--- config.mk ---
export PLATFORM = sky130hd
export DESIGN_NAME = pc_fetch_ctrl
export DESIGN_NICKNAME = d
export VERILOG_FILES = /design/src/rtl/pc_fetch_ctrl.sv
export SDC_FILE = /design/constraint.sdc
export NUM_CORES = 1
export LEC_CHECK = 0
export ABC_CLOCK_PERIOD_IN_PS = 2330
export BUFFER_PORTS_ARGS = -buffer_cell sky130_fd_sc_hd__buf_2
export CORE_ASPECT_RATIO = 1.5
export CORE_MARGIN = 2
export CORE_UTILIZATION = 53
export CTS_BUF_LIST = sky130_fd_sc_hd__clkbuf_8 sky130_fd_sc_hd__clkbuf_16
export DETAILED_ROUTE_END_ITERATION = 16
export GPL_TIMING_DRIVEN = 0
export PLACE_DENSITY = 0.8
export SLEW_MARGIN = 0
export SYNTH_ARGS = -nofsm -noshare
export SYNTH_HDL_FRONTEND = slang
export SYNTH_SLANG_ARGS = --single-unit
--- constraint.sdc ---
create_clock -name clk_i -period 2.33 [get_ports clk_i]
set_input_delay 0.3495 -clock clk_i [delete_from_list [all_inputs] [get_ports clk_i]]
set_output_delay 0.3495 -clock clk_i [all_outputs]
set_load 0.005 [all_outputs]
--- src/rtl/pc_fetch_ctrl.sv ---
// Program counter and instruction fetch stage: drives the ROM address, registers the fetched
// word with its PC, and applies branches, stalls and HALT detection.
module pc_fetch_ctrl #(
    parameter int unsigned             PC_W        = 10,
    parameter int unsigned             INSTR_W     = 9,
    parameter logic [INSTR_W-1:0]      HALT_OPCODE = 9'h1FF,
    parameter logic [PC_W-1:0]         START_ADDR  = '0,
    parameter int unsigned             CNT_W       = 16
) (
    input  logic               clk_i,
    input  logic               reset_i,
    input  logic               start_i,
    input  logic               stall_i,
    input  logic               branch_taken_i,
    input  logic [PC_W-1:0]    branch_target_i,
    output logic [PC_W-1:0]    rom_addr_o,
    input  logic [INSTR_W-1:0] rom_data_i,
    output logic [INSTR_W-1:0] instr_o,
    output logic [PC_W-1:0]    instr_pc_o,
    output logic               instr_valid_o,
    output logic               done_o,
    output logic [CNT_W-1:0]   cycle_count_o
);

    typedef enum logic [1:0] {StIdle, StRun, StHalt} state_e;

    state_e             state_q, state_d;
    logic [PC_W-1:0]    pc_q, pc_d;
    logic [INSTR_W-1:0] instr_q, instr_d;
    logic [PC_W-1:0]    ipc_q, ipc_d;
    logic               valid_q, valid_d;
    logic               done_q, done_d;
    logic [CNT_W-1:0]   cnt_q, cnt_d;

    always_comb begin
        state_d = state_q;
        pc_d    = pc_q;
        instr_d = instr_q;
        ipc_d   = ipc_q;
        valid_d = valid_q;
        done_d  = done_q;
        cnt_d   = cnt_q;
        case (state_q)
            StIdle: begin
                if (start_i) begin
                    state_d = StRun;
                    pc_d    = START_ADDR;
                    cnt_d   = '0;
                    valid_d = 1'b0;
                end
            end
            StRun: begin
                // Counts every RUN cycle, stalls and bubbles included
                if (cnt_q != {CNT_W{1'b1}}) cnt_d = cnt_q + CNT_W'(1);
                if (valid_q && (instr_q == HALT_OPCODE)) begin
                    state_d = StHalt;
                    done_d  = 1'b1;
                    valid_d = 1'b0;
                end else if (stall_i) begin
                    // Hold everything; a pending branch is re-presented after the stall
                end else if (valid_q && branch_taken_i) begin
                    pc_d    = branch_target_i;
                    valid_d = 1'b0;
                end else begin
                    instr_d = rom_data_i;
                    ipc_d   = pc_q;
                    valid_d = 1'b1;
                    pc_d    = pc_q + PC_W'(1);
                end
            end
            StHalt: begin
                if (start_i) begin
                    state_d = StRun;
                    pc_d    = START_ADDR;
                    done_d  = 1'b0;
                    cnt_d   = '0;
                    valid_d = 1'b0;
                end
            end
            default: state_d = StIdle;
        endcase
    end

    always_ff @(posedge clk_i or posedge reset_i) begin
        if (reset_i) begin
            state_q <= StIdle;
            pc_q    <= START_ADDR;
            instr_q <= '0;
            ipc_q   <= '0;
            valid_q <= 1'b0;
            done_q  <= 1'b0;
            cnt_q   <= '0;
        end else begin
            state_q <= state_d;
            pc_q    <= pc_d;
            instr_q <= instr_d;
            ipc_q   <= ipc_d;
            valid_q <= valid_d;
            done_q  <= done_d;
            cnt_q   <= cnt_d;
        end
    end

    assign rom_addr_o    = pc_q;
    assign instr_o       = instr_q;
    assign instr_pc_o    = ipc_q;
    assign instr_valid_o = valid_q;
    assign done_o        = done_q;
    assign cycle_count_o = cnt_q;

endmodule

==> results.py, run 1 <==
metrics = {
    "run_status": {
        "status": "completed",
    },
    "finish": {
        "final_cell_mix": "73 x buf_2, 49 x dfrtp_1, 29 x nand2_1",
        "nNetsFinal": 366,
        "drive_above_1_share": 0.353,
        "nFillCells": 459,
        "fin_util": 0.651,
        "layout_commonest_cell": "buf_2",
        "area_growth_pct": 19.4,
        "final_area_mm2": 0.00334,
        "antenna_cells": 0,
    },
    "cts": {
        "ctsHoldBuffers": 0,
        "cts_setup_buffers": 0,
        "cts_root_buf": "clkbuf_8",
        "cts_max_level": 2,
        "cts_tree": "done",
        "cts-resized-gates": 0,
        "cts_buffers": 5,
        "ctsLongestPathBuffers": 2,
        "clkSlewWorstSetupHoldPaths_ps": 90,
        "clock-sinks": 49,
        "clk_latency_ps": 300,
    },
    "timing": {
        "finClkSkew_ps": 4.09,
        "period_needed_ps": 1840,
        "fin_worst_hold_slack_ps": 42.5,
        "rsz0062_at_grt": "no",
        "report.final.slew_viol_count": 0,
        "setup_violations": 0,
        "max_slew.worst_pin.slew_ps": 503,
        "setup_tns_ps": 0,
        "maxSlewHeadroom": 0.663,
        "post-route-period-util": 0.788,
        "fmax_mhz": 545,
        "final-hold-violation-count": 0,
    },
    "placed_design": {
        "placed_area_mm2": 0.00325,
        "portBuffers": 70,
        "dp_hpwl_mm": 4.88,
        "globalplace.congestion": 0.930,
    },
    "setup_path": {
        "path_common_cell": "buf_6",
        "cp_top_family": "simple AND/OR/NAND/NOR gates",
        "crit_cells": 6,
        "path_cells": "buf_6, nor3b_4, o31ai_4, nor2_4, buf_6, mux2_4",
        "crit_arrival_ps": 2020,
        "critPathMaxStageDelay_ps": 380,
        "end_kind": "register",
        "required_ps": 2520,
        "critical_path_buf_inv_count": 2,
        "crit_type": "reg -> reg",
        "rrSetupSlack_ps": 490,
        "startpoint_type": "register",
        "worst-path-max-fanout": 10,
        "cp_slowest_cell": "dfrtp_1",
        "r2r_cells": 6,
    },
    "synthesis": {
        "netlist_top_cells_area": "dfrtp_1 44%, mux2_4 10%, nand2_1 3.9%",
        "synth_edf_count": 0,
        "netlist-cell-type-count": 57,
        "synth_ff_type": "dfrtp_1",
        "syn-cell-area_mm2": 0.00280,
        "synth_seq_cells": 49,
        "synth_fp_nets": 288,
        "synth_top_area_cell": "dfrtp_1",
        "ys_seq_area_frac": 0.439,
        "syn_avg_cell_area_um2": 10.7,
        "yosysWarnings": 0,
        "ys_async_sr_fraction": 1.00,
        "synth_top_area_frac": 0.439,
        "synthCells": 262,
    },
    "route": {
        "drtIter0Drc": 171,
        "via_per_inst": 5.90,
        "drc_errors": 0,
        "ant_nets": 0,
        "num_vias": 2406,
        "routedWlPerCell_um": 16.3,
        "totalWireLength_mm": 6.66,
        "drt-pass1-iter-count": 4,
    },
    "floorplanning": {
        "initial_utilization": 0.545,
        "core_mm2": 0.00512,
        "fp.dieW_um": 63.3,
        "dieArea_mm2": 0.00588,
        "fp-row-count": 32,
        "die_h_um": 92.9,
        "io_pins": 71,
    },
    "global_routing": {
        "grt_max_degree": 31,
        "grtUsageTotal": 0.243,
        "grt_pass1_wl_mm": 11.3,
        "antenna_found_initial": 0,
        "grt_pass1_vias": 2415,
        "grt-ovfl-total": 0,
    },
    "power": {
        "p_leak_nw": 1.57,
        "ir_worst_vdd_v": 0.000774,
        "power.total_mw": 3.62,
        "pwr_density_cell_mw_per_mm2": 1080,
    },
    "run": {
        "max_cap_violations": 0,
    },
    "min_path": {
        "hold_path_class": "in -> async",
    },
}
## state kept, by name, indices dropped and copies added, names as in the netlist
signal         cells
instr_o            9
cycle_count_o     16
rom_addr_o        10
done_o             1
instr_valid_o      1
state_q            2
instr_pc_o        10
## metrics by stage
stage               worst slack, ps  instances
floorplan                       648        262
finish                          495        408
global route                    367        408
detailed placement              497        401
global placement                135        400
CTS                             476        408
## cells in the mapped netlist (all sizes together) (2+ instances only)
library cell	number
a211o	3
a211oi	7
a21o	2
a21oi	14
a31oi	3
and2	3
and3	4
and4	4
buf	11
clkbuf	4
dfrtp	49
ha	2
inv	6
mux2	19
mux2i	10
nand2	30
nand2b	7
nand3	11
nand3b	3
nand4	11
nor2	10
nor3	3
nor4	4
o2111ai	2
o211ai	3
o21ai	8
o311ai	2
o31ai	6
or3	3
or4	4
## worst paths after layout
| path | startpoint | endpoint |
|---|---|---|
| min in group clk_i | rom_data_i[7] | instr_o[7] |
| max in group asynchronous | reset_i | rom_addr_o[8] |
| setup / recovery | state_q[1] | instr_o[6] |
| setup reg to reg | state_q[1] | instr_o[6] |
| hold / removal | reset_i | cycle_count_o[12] |
| hold reg to reg | instr_pc_o[5] | instr_pc_o[5] |
## power by group
group | internal (mW) | leakage (nW) | switching, mW
clock | 0.232 | 0.0485 | 0.273
sequential | 1.16 | 0.603 | 0.344
combinational | 0.848 | 0.922 | 0.762
## kinds of logic after synthesis
kind of cell / share of synthesized area
AO/OA/AOI/OAI: 0.156
adder cells (fa/ha/maj): 0.00895
buffers and inverters: 0.0470
flip-flops: 0.439
multiplexers: 0.138
AND/OR/NAND/NOR: 0.212
## layer usage
layer,up-vias,routed length [um],GRT usage
met5,-,0,0
met2,91,3520,0.437
li1,1138,-,-
met4,0,133,0.0924
met3,13,355,0.0425
met1,1164,2660,0.286
## layout make-up
type,instances,area (um2),share of cell area
multi-input combinational,192,1440,0.431
sequential,49,1230,0.367
timing repair buffer,71,370,0.111
buffer,15,109,0.0326
tap,68,85.1,0.0255
clock buffer,6,82.6,0.0247
inverter,6,22.5,0.00675
clock inverter,1,3.75,0.00112
Power figures use the tool's default switching activity.
==> run 2, diff against run 1 <==
- ABC_CLOCK_PERIOD_IN_PS: 2330 -> 1680
- CORE_UTILIZATION: 53 -> 48
- PLACE_DENSITY: 0.8 -> 0.76
- clock period: 2.33 -> 1.68 ns (I/O delays scaled with it)
==> run 2 against run 1 <==
  * The run now ends with setup timing left
  * Sequential share of layout area down 3.5 points
  * Hold slack better by 130 ps
  * Worst setup slack worse by 540 ps
  * Final area up 12%
  * Total power up 60%
  * Final cell count up 5.4%
  * Routed wire length up 14%
  * Critical path depth up 1
  * Via count up 7.0%
  * Non-clock buffer count up 17
  * Sequential power up 43%
  * Clock power up 97%
==> results.py, run 2 (synthesis gave the netlist of run 1 again) <==
metrics = {
    "global_routing": {
        "grt_pass1_vias": 2453,
        "grtUsageTotal": 0.226,
        "antenna_found_initial": 0,
        "grt-ovfl-total": 0,
        "grt_pass1_wl_mm": 11.5,
        "grt_max_degree": 42,
    },
    "timing": {
        "report.final.slew_viol_count": 0,
        "max_slew.worst_pin.slew_ps": 447,
        "maxSlewHeadroom": 0.701,
        "setup_violations": 5,
        "final-hold-violation-count": 0,
        "rsz0062_at_grt": "yes",
        "fmax_mhz": 579,
        "setup_tns_ps": -111,
        "post-route-period-util": 1.03,
        "fin_worst_hold_slack_ps": 171,
        "final.setup.worst_slack_ps": -45.8,
        "period_needed_ps": 1730,
        "finClkSkew_ps": 9.24,
    },
    "finish": {
        "regArea_mm2": 0.00124,
        "fin_util": 0.653,
        "final_area_mm2": 0.00372,
        "antenna_cells": 0,
        "multi_input_area_mm2": 0.00158,
        "largest_reg_flops": 16,
        "area_growth_pct": 33.1,
        "nFillCells": 501,
        "nNetsFinal": 383,
        "layout_commonest_cell": "buf_2",
        "instances_no_fill": 430,
        "final_cell_mix": "73 x buf_2, 39 x dfrtp_1, 29 x nand2_1",
        "drive_above_1_share": 0.486,
    },
    "route": {
        "num_vias": 2574,
        "drtIter0Drc": 185,
        "via_per_inst": 5.99,
        "ant_nets": 0,
        "drt-pass1-iter-count": 4,
        "totalWireLength_mm": 7.57,
        "routedWlPerCell_um": 17.6,
        "drc_errors": 0,
    },
    "cts": {
        "cts_max_level": 2,
        "cts_root_buf": "clkbuf_8",
        "clk_latency_ps": 300,
        "ctsLongestPathBuffers": 2,
        "clkSlewWorstSetupHoldPaths_ps": 90,
        "cts_buffers": 5,
        "cts_tree": "done",
        "clock-sinks": 49,
    },
    "power": {
        "pwr_density_cell_mw_per_mm2": 1560,
        "power.total_mw": 5.80,
        "p_leak_nw": 1.72,
        "ir_worst_vdd_v": 0.000871,
    },
    "setup_path": {
        "crit_arrival_ps": 1920,
        "end_kind": "register",
        "crit_type": "reg -> reg",
        "startpoint_type": "register",
        "r2r-start": "cycle_count_o[1]",
        "worst-path-max-fanout": 8,
        "critPathLaunch": "cycle_count_o[1]",
        "required_ps": 1870,
    },
    "floorplanning": {
        "initial_utilization": 0.490,
        "core_mm2": 0.00570,
        "dieArea_mm2": 0.00646,
        "fp.dieW_um": 66.3,
        "die_h_um": 97.5,
        "io_pins": 71,
        "fp-row-count": 34,
    },
    "placed_design": {
        "portBuffers": 70,
        "placed_area_mm2": 0.00326,
        "globalplace.congestion": 0.874,
        "dpl.cell_count": 405,
        "post-place-ws_ps": -155,
        "dp_hpwl_mm": 5.07,
    },
    "run_status": {
        "status": "finished, violations left",
        "violations": "setup timing",
    },
    "min_path": {
        "hold_path_class": "in -> reg",
        "hold_path.startpoint": "rom_data_i[0]",
    },
    "run": {
        "max_cap_violations": 0,
    },
}
[run 2: power by group]
part           internal [mW]  switching [mW]
clock network          0.592           0.403
registers               1.62           0.526
logic                   1.44            1.22
total                   3.65            2.15
[run 2: critical path, cell delays in order, from the launching register on]
cell     delay [ps]
dfrtp_1         420
ha_4            180
nand4_1         120
buf_4           180
nor3_4          380
buf_6           170
nor4_4           30
mux2i_1         130
[run 2: final timing paths]
path | to | slack (ps) | cells after the start
setup / recovery | cycle_count_o[15] | -50 | 7
hold / removal | instr_o[0] | 170 | 2
setup reg to reg | cycle_count_o[15] | -50 | 7
hold reg to reg | instr_pc_o[9] | 510 | 1
max in group asynchronous | cycle_count_o[9] | 780 | 4
min in group asynchronous | cycle_count_o[14] | 390 | 3
[run 2: layout make-up]
type / instances / share of cell area
buffer: 12 / 0.0350
clock buffer: 5 / 0.0185
clock inverter: 3 / 0.0175
inverter: 6 / 0.00605
multi-input combinational: 192 / 0.424
sequential: 49 / 0.333
tap: 72 / 0.0242
timing repair buffer: 91 / 0.142
[run 2: routing by layer]
layer | vias to the layer above | global-route usage | share of wire
met5 | - | 0 | 0
met4 | 0 | 0.0911 | 0.025
met3 | 19 | 0.0452 | 0.061
met2 | 121 | 0.382 | 0.53
met1 | 1256 | 0.275 | 0.39
li1 | 1178 | - | -
[run 2: what timing repair did]
item / CTS / global route
hold buffers: 1 / 0
endpoints found under the hold margin: 8 / 0
buffers inserted: 7 / 12
setup endpoints to repair: 37 / 43
resized for setup: 10 / 40
pin swaps: 5 / 12
